<file path="config.mk">
export PLATFORM = sky130hd
export DESIGN_NAME = mul_div_unit
export DESIGN_NICKNAME = d
export VERILOG_FILES = /design/src/rtl/mul_div_unit.sv
export SDC_FILE = /design/constraint.sdc
export NUM_CORES = 1
export LEC_CHECK = 0
export BUFFER_PORTS_ARGS = -buffer_cell sky130_fd_sc_hd__buf_4
export CORE_UTILIZATION = 23
export DETAILED_ROUTE_END_ITERATION = 16
export GPL_ROUTABILITY_DRIVEN = 0
export PLACE_DENSITY = 0.37
export SETUP_SLACK_MARGIN = 0.5
export SLEW_MARGIN = 20
export SYNTH_ARGS = -nofsm -noshare
export SYNTH_HDL_FRONTEND = slang
export SYNTH_SLANG_ARGS = --single-unit
export TNS_END_PERCENT = 100
</file>
<file path="constraint.sdc">
create_clock -name clk -period 5.9 [get_ports clk]
set_input_delay 1.18 -clock clk [delete_from_list [all_inputs] [get_ports clk]]
set_output_delay 1.18 -clock clk [all_outputs]
set_load 0.005 [all_outputs]
</file>
<file path="src/rtl/mul_div_unit.sv">
// HI/LO multiply/divide unit: signed/unsigned mult and div, mthi/mtlo, mfhi/mflo.
// Define MDU_FAST_MUL_EN for a single-cycle multiplier; otherwise multiply is 32-cycle shift-add.
module mul_div_unit (
  input  logic        clk,
  input  logic        resetn,
  input  logic        op_valid,
  input  logic [1:0]  MULT,
  input  logic [1:0]  DIV,
  input  logic [1:0]  MTHL,
  input  logic [1:0]  MFHL,
  input  logic [31:0] src_a,
  input  logic [31:0] src_b,
  input  logic        cancel,
  output logic        busy,
  output logic        done,
  output logic [31:0] mfhl_data,
  output logic [31:0] hi,
  output logic [31:0] lo
);

  typedef enum logic [1:0] {S_IDLE, S_MUL, S_DIV, S_FIX} state_t;

  state_t      state_q, state_d;
  logic [4:0]  cnt_q, cnt_d;
  logic [63:0] acc_q, acc_d;
  logic [31:0] b_q, b_d;
  logic [31:0] hi_q, hi_d;
  logic [31:0] lo_q, lo_d;
  logic        done_q, done_d;
  logic        is_div_q, is_div_d;
  logic        neg_q, neg_d;
  logic        rneg_q, rneg_d;

  logic        sgn_op;
  logic [31:0] mag_a, mag_b;
  logic [32:0] mul_sum;
  logic        div_ge;
  logic [31:0] div_diff;
  logic [63:0] fix_prod;
`ifdef MDU_FAST_MUL_EN
  logic [63:0] fast_prod;
`endif

  always_comb begin
    sgn_op = (|DIV) ? ~DIV[1] : ~MULT[1];
    mag_a  = (sgn_op && src_a[31]) ? (~src_a + 32'd1) : src_a;
    mag_b  = (sgn_op && src_b[31]) ? (~src_b + 32'd1) : src_b;
    // acc holds {partial product, remaining multiplier} for mult, {remainder, quotient} for div
    mul_sum  = {1'b0, acc_q[63:32]} + (acc_q[0] ? {1'b0, b_q} : 33'd0);
    div_ge   = acc_q[63:31] >= {1'b0, b_q};
    div_diff = acc_q[62:31] - b_q;
    fix_prod = neg_q ? (~acc_q + 64'd1) : acc_q;
`ifdef MDU_FAST_MUL_EN
    fast_prod = {32'd0, mag_a} * {32'd0, mag_b};
`endif
  end

  always_comb begin
    state_d  = state_q;
    cnt_d    = cnt_q;
    acc_d    = acc_q;
    b_d      = b_q;
    hi_d     = hi_q;
    lo_d     = lo_q;
    done_d   = 1'b0;
    is_div_d = is_div_q;
    neg_d    = neg_q;
    rneg_d   = rneg_q;

    unique case (state_q)
      S_IDLE: begin
        if (op_valid && !cancel) begin
          if (|DIV) begin
            if (src_b == '0) begin
              done_d = 1'b1;
            end else begin
              state_d  = S_DIV;
              cnt_d    = '0;
              acc_d    = {32'd0, mag_a};
              b_d      = mag_b;
              is_div_d = 1'b1;
              neg_d    = sgn_op & (src_a[31] ^ src_b[31]);
              rneg_d   = sgn_op & src_a[31];
            end
          end else if (|MULT) begin
`ifdef MDU_FAST_MUL_EN
            {hi_d, lo_d} = (sgn_op & (src_a[31] ^ src_b[31])) ? (~fast_prod + 64'd1) : fast_prod;
            done_d       = 1'b1;
`else
            state_d  = S_MUL;
            cnt_d    = '0;
            acc_d    = {32'd0, mag_b};
            b_d      = mag_a;
            is_div_d = 1'b0;
            neg_d    = sgn_op & (src_a[31] ^ src_b[31]);
            rneg_d   = 1'b0;
`endif
          end else begin
            if (MTHL[1]) hi_d = src_a;
            if (MTHL[0]) lo_d = src_a;
          end
        end
      end
      S_MUL: begin
        acc_d = {mul_sum, acc_q[31:1]};
        cnt_d = cnt_q + 5'd1;
        if (cnt_q == 5'd31) state_d = S_FIX;
      end
      S_DIV: begin
        acc_d = div_ge ? {div_diff, acc_q[30:0], 1'b1} : {acc_q[62:0], 1'b0};
        cnt_d = cnt_q + 5'd1;
        if (cnt_q == 5'd31) state_d = S_FIX;
      end
      S_FIX: begin
        if (is_div_q) begin
          lo_d = neg_q  ? (~acc_q[31:0]  + 32'd1) : acc_q[31:0];
          hi_d = rneg_q ? (~acc_q[63:32] + 32'd1) : acc_q[63:32];
        end else begin
          {hi_d, lo_d} = fix_prod;
        end
        state_d = S_IDLE;
        done_d  = 1'b1;
      end
      default: state_d = S_IDLE;
    endcase

    if (cancel && state_q != S_IDLE) begin
      state_d = S_IDLE;
      cnt_d   = '0;
      hi_d    = hi_q;
      lo_d    = lo_q;
      done_d  = 1'b0;
    end
  end

  always_ff @(posedge clk or negedge resetn) begin
    if (!resetn) begin
      state_q  <= S_IDLE;
      cnt_q    <= '0;
      acc_q    <= '0;
      b_q      <= '0;
      hi_q     <= '0;
      lo_q     <= '0;
      done_q   <= 1'b0;
      is_div_q <= 1'b0;
      neg_q    <= 1'b0;
      rneg_q   <= 1'b0;
    end else begin
      state_q  <= state_d;
      cnt_q    <= cnt_d;
      acc_q    <= acc_d;
      b_q      <= b_d;
      hi_q     <= hi_d;
      lo_q     <= lo_d;
      done_q   <= done_d;
      is_div_q <= is_div_d;
      neg_q    <= neg_d;
      rneg_q   <= rneg_d;
    end
  end

  assign busy      = (state_q != S_IDLE);
  assign done      = done_q;
  assign hi        = hi_q;
  assign lo        = lo_q;
  assign mfhl_data = MFHL[1] ? hi_q : (MFHL[0] ? lo_q : '0);

endmodule

</file>
* After elaboration in Yosys (flattened, before gate mapping) *
Cells that the tools add are included.

word-level totals
  register bits = 171
  input bits = 76
  output and inout port bits = 98
  logic and storage cells = 123

operators by class
  add/subtract/negate cells = 8
  magnitude comparators = 1
  equality and inequality tests = 16
  multiplexer cells = 56
  bitwise operators = 11
  reductions and logical operators = 21

operator list
  operator                                       count
  two-way mux 32 bit                             20
  two-way mux 64 bit                             6
  one-hot mux 64 bit (3 select lines)            1
  adder 32 x 1 -> 32 bit, second input constant  4
  NOT 32 bit                                     4
  one-hot mux 32 bit (2 select lines)            2
  adder 64 x 1 -> 64 bit, second input constant  1
  NOT 64 bit                                     1
  adder 32 x 32 -> 33 bit                        1
  >= comparator 33 x 32 -> 1 bit                 1
  zero test 32 bit                               1
  subtractor 32 bit                              1
  two-way mux 5 bit                              5
  AND reduction 4 bit                            4
  two-way mux 1 bit                              13
  two-way mux 2 bit                              6
  inequality test 2 bit, second input constant   6
  AND reduction 6 bit                            2
  one-hot mux 5 bit (2 select lines)             1
  inequality test 3 bit, second input constant   3
  inequality test 4 bit, second input constant   2
  one-hot mux 2 bit (3 select lines)             1
  nonzero test 2 bit                             3
  nonzero test 3 bit                             2
  13 further kinds                               22

* Longest topological paths before layout *
Gate-level depths: netlist of the first run.

  word-level depth = 8
  mapped depth = 14

* Worst setup path before layout of the first run *
Ideal clock, no wire load.

  path kind = input to register
  start point = in src_b[9]
  end point = reg acc_q[51]
  arrival time = 3.698 ns
  required time = 5.767 ns
  setup slack = 2.069 ns
  cell stages on the path = 10
  cells stage by stage = or4_4 or4_4 or4_4 buf_6 o21ai_4 nor2_4 and2_4 buf_6 a32oi_1 o211ai_1

between the ends
  cells in the longest elaborated chain, start to end = 3

RTL lines
  element                                 line  RTL
  start, declared                         12    input logic [31:0] src_b,
  zero test 32 bit                        74    if (src_b == '0) begin
  inequality test 3 bit (no source line)  -
  AND reduction 4 bit (no source line)    -
  end signal, assigned                    140   acc_q <= '0;
  end signal, assigned                    151   acc_q <= acc_d;
  end, declared                           25    logic [63:0] acc_q, acc_d;

No other way between the ends.
A chain may end at the register's enable or synchronous reset.

* Worst setup path in the final report of the first run *
  start point = reg acc_q[6]
  end point = reg hi_q[16] (netlist: hi[16])

between the ends
  cells in the longest elaborated chain, start to end = 5

RTL lines
  element                              line  RTL
  NOT 64 bit                           52    fix_prod = neg_q ? (~acc_q + 64'd1) : acc_q;
  adder 64 x 1 -> 64 bit               52
  two-way mux 64 bit                   52
  two-way mux 32 bit                   115   if (is_div_q) begin
  one-hot mux 32 bit (2 select lines)  70    unique case (state_q)
  end signal, assigned                 153   hi_q <= hi_d;
  end, declared                        27    logic [31:0] hi_q, hi_d;

No other way between the ends.

==> impl_metrics.ini, run 1 <==
[sta]
slew-limit-headroom_pct = 30.9
layout_min_cycle_time_ps = 4430
layout_worst_path_cycle_share_pct = 75.0
hold_ws_ps = 488
worst_slew_pin_slew_ps = 1030
rsz0062_at_grt = no
max_freq_ghz = 0.226
fin_skew_ps = 14.6
slew_violations = 0
fin_tns_setup_ps = 0
final_hold_viol_count = 0
finalSetupViolCount = 0

[cts]
post_cts_buffers = 0
postCtsHoldBufs = 0
h-tree-depth = 4
cts_buffers = 17
cts.repair.resized = 0
cts_num_sinks = 171
tritoncts = yes
clk_path_buf_depth = 2
clk_latency_ps = 500
root_buffer = clkbuf_16
clk_pin_slew_ps = 80

[detailed_routing]
wl_per_cell_um = 23.4
drc = 0
ant_nets = 0
drt_wl_total_um = 70400
vias_per_cell = 5.32
num_vias = 16000
first_iter_violations = 1401
drt_first_pass_iters = 7

[finish]
fillers = 7343
ff_latch_area_um2 = 4280
mostFrequentLayoutCell = nor2_1
post_route_cells_drive_above_1_share_pct = 12.9
finalNetCount = 2278
final_cell_mix = 215 x nor2_1, 205 x nand2_1, 202 x buf_4
area_growth_pct = 17.1
multiInputGateArea_um2 = 10600

[yosys]
synth_cells = 2041
syn_nets = 2193
yosysUniqueCellTypes = 79
ys_ff_latch = 171
async_flop_share_pct = 100
yosysWarnings = 0
synthFlopType = dfrtp_1
synth_edf_count = 0
syn_area_per_cell_um2 = 7.70
synth_seq_area_share_pct = 27.2
syn-cell-area_um2 = 15700

[critical_path]
critical_path_class = reg -> reg
end_kind = register
crit_path_start_kind = register
critPathRequiredTime_ps = 6320
critPathMaxFanout = 11
arrival_ps = 4850

[floorplan]
num_rows = 95
io_pins = 174
start_util_pct = 23.3
chipHeight_um = 263
die_area_um2 = 69300
die_x_um = 263
core_um2 = 67400

[pwr]
power_density_nw_per_um2 = 629
leakage_uw = 0.00797
vdd_drop_max_mv = 0.241

[global_route]
grt_pass1_wl_um = 103000
overflow = 0
grt_max_degree = 112
antenna_found_initial = 3
grt_pass1_vias = 15300
grt.total_usage_pct = 20.0

[placement]
hpwl_um = 55500
io_buffers = 173

[run_status]
outcome = complete, no violations

[hold_path]
hold_class = reg -> reg

[job]
cap_violations = 0
[report_power, final]
group	leakage (µW)	total (µW)	switching, µW	internal, µW
Clock	0.000288	1210	642	572
Sequential	0.00216	2600	882	1720
Combinational	0.00553	7760	4820	2930
Total	0.00797	11600	6350	5220
[synth_stat cells (16+ instances only)]
cell / number / share of area [%]
a2111oi_0: 16 / 0.89
a211oi_1: 36 / 1.7
a21o_1: 65 / 3.1
a21oi_1: 172 / 5.5
a22o_1: 34 / 1.9
a22oi_1: 45 / 2.2
a31oi_1: 21 / 0.84
buf_2: 16 / 0.51
clkbuf_1: 107 / 2.6
dfrtp_1: 171 / 27
ha_1: 74 / 5.9
inv_1: 62 / 1.5
mux2i_1: 34 / 2.2
nand2_1: 205 / 4.9
nand2b_1: 19 / 0.76
nand3_1: 38 / 1.2
nor2_1: 216 / 5.2
nor2b_1: 16 / 0.64
nor3_1: 44 / 1.4
nor4_1: 16 / 0.64
o211ai_1: 17 / 0.81
o21ai_0: 175 / 5.6
o31ai_1: 27 / 1.3
or3_1: 22 / 0.88
xnor2_1: 93 / 5.2
xor2_1: 76 / 4.2
[cells by family (layout without fill, tap and decap cells)]
family	after synthesis	in the layout	synth area share (%)
adder cells (fa/ha/maj)	76	76	6.15
buffers and inverters	202	300	5.25
XOR/XNOR	169	169	9.42
other	0	1	0
AND/OR/NAND/NOR	664	664	19.6
flip-flops	171	171	27.2
AO/OA/AOI/OAI	722	722	29.9
multiplexers	37	37	2.38
[final cells by class]
cell class | instances | area share [%]
Tap cell | 873 | 5.94
Clock buffer | 17 | 2.31
Timing Repair Buffer | 204 | 8.42
Antenna cell | 1 | 0.0136
Clock inverter | 15 | 0.972
Multi-Input combinational cell | 1668 | 57.8
Sequential cell | 171 | 23.3
Inverter | 64 | 1.31
[metal layers]
metal  routed length [µm]  GRT usage, %
met1                34000          28.7
met2                30900          30.3
met3                 3640          3.18
met4                 1930          6.97
met5                   32             0
[worst max-delay path, cell delays in order, from the launching register on]
cell      delay, ps
dfrtp_1         520
or4_1           610
nor3_1          410
nand2b_1        290
or4b_4          620
o21ai_1         750
o21ai_0         300
xor2_1          460
a21oi_1         190
o21ai_0         190
[sequential cells by signal, summed over array words and instances (netlist names)]
name and count:
acc_q 64, b_q 32, hi 32, lo 32, cnt_q 5, state_q 2
done 1, is_div_q 1, neg_q 1, rneg_q 1
[stage by stage]
step	worst slack [ps]	instance area (µm²)	total power [µW]	utilization, %	std cells
2_1_floorplan	2070	15700	7480	-	2041
3_5_place_dp	1070	17800	10300	26.4	2980
5_1_grt	973	18400	12500	27.3	3013
6_report	1470	18400	11600	27.3	3013
3_3_place_gp	1110	17800	10300	26.4	2980
4_1_cts	1440	18400	11600	27.3	3012
[worst paths after layout]
kind | start | endpoint | depth (start not counted) | slack (ps)
worst max-delay path | acc_q[6]$_DFFE_PN0P_ | hi[16]$_DFFE_PN0P_ | 9 | 1470
worst min-delay path | b_q[26]$_DFFE_PN0P_ | b_q[26]$_DFFE_PN0P_ | 2 | 490
worst max register to register | acc_q[6]$_DFFE_PN0P_ | hi[16]$_DFFE_PN0P_ | 9 | 1470
worst min register to register | b_q[26]$_DFFE_PN0P_ | b_q[26]$_DFFE_PN0P_ | 2 | 490
max in group asynchronous | resetn | lo[28]$_DFFE_PN0P_ | 2 | 4070
min in group asynchronous | resetn | acc_q[45]$_DFFE_PN0P_ | 1 | 670
Note: power is estimated with default switching activity, not from simulation.
==> run 2, diff against run 1 <==
Settings changed: PLACE_DENSITY 0.37 to 0.39.
Clock period 5.9 ns to 4 ns, I/O delays scaled along.
==> run 2 against run 1 <==
Largest power group unchanged. Design area increased by 5.3%. Register-to-register slack got worse by 930 ps. Highest routed layer is now met4. Setup slack got worse by 930 ps. Utilization increased by 1.4 points. Largest cell class unchanged. Sequential share of layout area decreased by 1.1 points. Critical path type unchanged. Die area unchanged. Worst hold slack got worse by 170 ps. Clock-buffer cell count unchanged. Via count increased by 2.8%.
==> impl_metrics.ini, run 2 (synthesis results as in run 1) <==
[finish]
ff_latch_area_um2 = 4280
fillers = 7267
utilization_pct = 28.7
finalNetCount = 2366
top_register = acc_q
area_growth_pct = 23.3
diodes = 0
mostFrequentLayoutCell = buf_4
multiInputGateArea_um2 = 10900
largest_reg_flops = 64
final_cell_mix = 282 x buf_4, 212 x nor2_1, 205 x nand2_1
post_route_cells_drive_above_1_share_pct = 18.1
final_area_um2 = 19400

[cts]
cts_buffers = 17
clk_latency_ps = 500
tritoncts = yes
h-tree-depth = 4
clk_path_buf_depth = 2
clk_pin_slew_ps = 100
root_buffer = clkbuf_16
postCtsHoldBufs = 0
cts_num_sinks = 171

[hold_path]
hold_class = in -> async

[critical_path]
rrSetupSlack_ps = 550
critPathMaxFanout = 3
worstSetupStartpoint = acc_q[0]$_DFFE_PN0P_
reg2reg_from = acc_q[0]$_DFFE_PN0P_
r2r_cells = 15
critical_path_class = reg -> reg
timing.rr.end = acc_q[57]$_DFFE_PN0P_
cp_slowest_cell = dfrtp_1
critPathRequiredTime_ps = 4360
max_stage_delay_ps = 440
crit_cells = 15
crit_end = acc_q[57]$_DFFE_PN0P_
critPathBufInv = 3
end_kind = register
crit_chain = buf_6 -> and2_4 -> ha_4 -> fa_2 -> a21o_1 -> a311oi_2 -> o211a_1 -> o211a_4 -> o31ai_4 -> a31oi_1 -> buf_4 -> buf_6 -> o31ai_4 -> xnor2_1 -> o211ai_1
arrival_ps = 3820
critPathTopFamily = compound AO/OA/AOI/OAI gates
crit_path_start_kind = register

[floorplan]
chipHeight_um = 263
num_rows = 95
die_x_um = 263
io_pins = 174
start_util_pct = 23.3
die_area_um2 = 69300
core_um2 = 67400

[placement]
io_buffers = 173
post_dp_cell_area_um2 = 18400
hpwl_um = 56400
dp_slack_ps = 98.6

[sta]
slew-limit-headroom_pct = 31.5
fin_tns_setup_ps = 0
hold_ws_ps = 317
finalSetupViolCount = 0
slew_violations = 0
max_freq_ghz = 0.290
setup_ws_ps = 548
layout_worst_path_cycle_share_pct = 86.3
fin_skew_ps = 20.2
rsz0062_at_grt = yes
layout_min_cycle_time_ps = 3450
final_hold_viol_count = 0
worst_slew_pin_slew_ps = 1000

[global_route]
grt.total_usage_pct = 20.0
antenna_found_initial = 1
grt_max_degree = 83
overflow = 0
grt_pass1_wl_um = 104000
grt_pass1_vias = 15700

[pwr]
switching_power_uw = 9570
leakage_uw = 0.00847
intPower_uw = 8270
switching_share_pct = 53.6
power_density_nw_per_um2 = 921
clockPowerShare_pct = 10.2
seqPwrFrac_pct = 20.3
vdd_drop_max_mv = 0.305
p_comb_share_pct = 69.5

[job]
cap_violations = 0

[detailed_routing]
ant_nets = 0
first_iter_violations = 1458
vias_per_cell = 5.32
wl_per_cell_um = 22.8
drt_first_pass_iters = 6
drt_wl_total_um = 70600
num_vias = 16500
drc = 0

[run_status]
outcome = complete, no violations
## run 2: cell types whose count changed in the layout (fill, tap and decap cells not counted), moves of 5 or more
| cell | previous run | this run |
|---|---|---|
| a21oi_1 | 172 | 165 |
| buf_4 | 202 | 282 |
| buf_6 | 0 | 5 |
| o21ai_0 | 175 | 170 |
| a21oi_2 | 0 | 6 |
## run 2: power by group through the flow
stage	clock [µW]	sequential (µW)	combinational [µW]
5_1_grt	1910	3740	13500
6_report	1820	3630	12400
3_3_place_gp	0	3620	12100
4_1_cts	1870	3610	12200
3_5_place_dp	0	3640	12100
2_1_floorplan	0	3220	7810
## run 2: final cells by class
type	instances	area share, %
Multi-Input combinational cell	1668	56.0
Clock inverter	15	1.04
Sequential cell	171	22.1
Timing Repair Buffer	292	11.7
Clock buffer	17	2.20
Inverter	64	1.26
Tap cell	873	5.64
## run 2: metal layers
| layer | GRT usage [%] | part of all wire, % | routed length, µm | vias up |
|---|---|---|---|---|
| li1 | - | - | - | 7810 |
| met1 | 29.1 | 49 | 34600 | 8083 |
| met2 | 30.6 | 44 | 31000 | 516 |
| met3 | 2.27 | 4.6 | 3220 | 72 |
| met4 | 6.56 | 2.6 | 1800 | 0 |
| met5 | 0 | 0 | 0 | - |
## run 2: timing repair
item                       in CTS  in global routing
setup buffers                   3                 11
gates resized for setup        14                 47
pin swaps                       3                 20
setup endpoints to repair      19                 44
## run 2: worst min path at each step
stage	start	endpoint	slack, ps	depth (start not counted)
floorplan	b_q[31]$_DFFE_PN0P_	b_q[31]$_DFFE_PN0P_	450	1
global placement	b_q[21]$_DFFE_PN0P_	b_q[21]$_DFFE_PN0P_	470	1
detailed placement	b_q[22]$_DFFE_PN0P_	b_q[22]$_DFFE_PN0P_	480	2
CTS	resetn	acc_q[42]$_DFFE_PN0P_	320	1
global route	resetn	acc_q[45]$_DFFE_PN0P_	360	1
finish	resetn	acc_q[45]$_DFFE_PN0P_	320	1
## run 2: per-stage QoR
step | instances | power [µW]
after global placement | 3054 | 15700
after global routing | 3100 | 19200
after floorplan | 2041 | 11000
after detailed placement | 3054 | 15700
after CTS | 3089 | 17600
final | 3100 | 17800
## run 2: worst register-to-register path: stages, from the launching register on
cell	delay (ps)
dfrtp_1	440
buf_6	150
and2_4	140
ha_4	170
fa_2	370
a21o_1	230
a311oi_2	380
o211a_1	260
o211a_4	240
o31ai_4	70
a31oi_1	190
buf_4	150
buf_6	110
o31ai_4	70
xnor2_1	230
o211ai_1	130
==> run 3, diff against run 2 <==
Settings changed: BUFFER_PORTS_ARGS -buffer_cell sky130_fd_sc_hd__buf_4 to not set, CAP_MARGIN set to 20, DONT_BUFFER_PORTS set to 1, PLACE_DENSITY 0.39 to 0.36.
==> run 3 against run 2 <==
Final cell count is 5.8% lower. Largest power group unchanged. Register-to-register slack better by 110 ps. Power is 3.6% lower. Maximum frequency is 3.3% higher. Global-route usage is 0.13 points higher. Critical path type unchanged. Clock skew is 5.8 ps lower. Die area stayed put. Clock-buffer cell count stayed put.
==> impl_metrics.ini, run 3 (synthesis results as in run 1) <==
[critical_path]
crit_chain = or3_1 -> or3b_4 -> nand2b_1 -> or4b_4 -> o21ai_1 -> buf_4 -> o21ai_0 -> xor2_1 -> a21oi_1 -> o21ai_1
timing.rr.end = hi[18]$_DFFE_PN0P_
crit_path_start_kind = register
rrSetupSlack_ps = 660
reg2reg_from = acc_q[4]$_DFFE_PN0P_
critPathTopFamily = simple AND/OR/NAND/NOR gates
critical_path_class = reg -> reg
arrival_ps = 3770
end_kind = register
critPathBufInv = 1
cp_slowest_cell = or4b_4
critPathMaxFanout = 8
timing.critical_path.mode_cell = o21ai_1
critPathRequiredTime_ps = 4430
max_stage_delay_ps = 570
r2r_cells = 10
crit_cells = 10

[finish]
final_area_um2 = 17900
largest_reg_flops = 64
final_cell_mix = 215 x nor2_1, 205 x nand2_1, 172 x o21ai_0
top_register = acc_q
area_growth_pct = 14.0
fillers = 7336
diodes = 0
post_route_cells_drive_above_1_share_pct = 9.91
mostFrequentLayoutCell = nor2_1
finalNetCount = 2187
utilization_pct = 26.6

[hold_path]
hold_class = in -> async

[placement]
hpwl_um = 56300
io_buffers = 0
post_dp_cell_area_um2 = 17100

[global_route]
grt_pass1_wl_um = 103000
overflow = 0
antenna_found_initial = 1
grt.total_usage_pct = 20.2
grt_max_degree = 172
grt_pass1_vias = 15200

[sta]
slew-limit-headroom_pct = 36.2
slew_violations = 0
hold_ws_ps = 166
max_freq_ghz = 0.299
worst_slew_pin_slew_ps = 957
finalSetupViolCount = 0
fin_skew_ps = 14.3
fin_tns_setup_ps = 0
final_hold_viol_count = 0
layout_min_cycle_time_ps = 3340
rsz0062_at_grt = no
layout_worst_path_cycle_share_pct = 83.5

[job]
cap_violations = 0

[floorplan]
io_pins = 174
start_util_pct = 23.3
chipHeight_um = 263
die_area_um2 = 69300
num_rows = 95
die_x_um = 263
core_um2 = 67400

[pwr]
vdd_drop_max_mv = 0.333
switching_power_uw = 9460
power_density_nw_per_um2 = 960
p_comb_share_pct = 69.2
seqPwrFrac_pct = 20.6
leakage_uw = 0.00758
intPower_uw = 7730
switching_share_pct = 55.0
clockPowerShare_pct = 10.3

[cts]
tritoncts = yes
clk_pin_slew_ps = 90
cts_num_sinks = 171
cts_buffers = 17
h-tree-depth = 4
clk_latency_ps = 510
clk_path_buf_depth = 2
root_buffer = clkbuf_16

[detailed_routing]
vias_per_cell = 5.40
num_vias = 15800
first_iter_violations = 1304
wl_per_cell_um = 24.5
ant_nets = 0
drt_wl_total_um = 71400
drt_first_pass_iters = 5
drc = 0

[run_status]
outcome = complete, no violations
==> run 3: layout make-up <==
class                      count  area [µm²]  area share (%)
inverter                      64         244            1.36
sequential                   171        4280            23.9
clock inverter                15         171           0.957
tap                          873        1090            6.10
multi-input combinational   1668       10700            60.0
clock buffer                  17         425            2.38
timing repair buffer         113         953            5.33
==> run 3: how the worst max path moves through the flow <==
stage / start / endpoint / slack [ps]
after floorplan: src_b[9] / acc_q[51]$_DFFE_PN0P_ / 550
after global placement: acc_q[0]$_DFFE_PN0P_ / acc_q[58]$_DFFE_PN0P_ / 120
after detailed placement: acc_q[0]$_DFFE_PN0P_ / acc_q[58]$_DFFE_PN0P_ / 160
after CTS: acc_q[0]$_DFFE_PN0P_ / acc_q[52]$_DFFE_PN0P_ / 500
after global routing: acc_q[0]$_DFFE_PN0P_ / acc_q[57]$_DFFE_PN0P_ / 500
final: acc_q[4]$_DFFE_PN0P_ / hi[18]$_DFFE_PN0P_ / 660
==> run 3: what timing repair did <==
item                                    4_1_cts  5_1_grt
setup buffers                                 0        5
pin swaps                                     0        5
endpoints found under the setup margin       19       21
gates resized for setup                       8       20
hold endpoints to repair                    171       65
==> run 3: power by group through the flow <==
stage / clock network, µW / logic [µW] / registers, µW
after floorplan: 0 / 7810 / 3220
after global placement: 0 / 11600 / 3560
after detailed placement: 0 / 11600 / 3560
after CTS: 1830 / 11700 / 3530
after global routing: 1880 / 12900 / 3640
final: 1770 / 11900 / 3540
==> run 3: worst reg2reg max path: cells and delay by family (launching register included) <==
kind / cells / cell delay (ps)
DFF: 1 / 480
and+or+nand+nor: 4 / 1670
AOI/OAI and AO/OA: 4 / 570
buffers and inverters: 1 / 180
xor gates and xnor gates: 1 / 370
==> run 3: routing by layer <==
layer	vias up	share of wire, %	track usage, %
met3	88	5.6	4.14
met1	7774	48	28.3
met5	-	0	0
met4	0	2.9	7.06
li1	7427	-	-
met2	491	43	30.4
==> run 3: through the flow <==
step           power [µW]  std cells  setup slack (ps)
6_report            17200       2921               658
5_1_grt             18400       2921               497
4_1_cts             17100       2913               500
3_5_place_dp        15200       2881               163
3_3_place_gp        15200       2881               119
2_1_floorplan       11000       2041               549
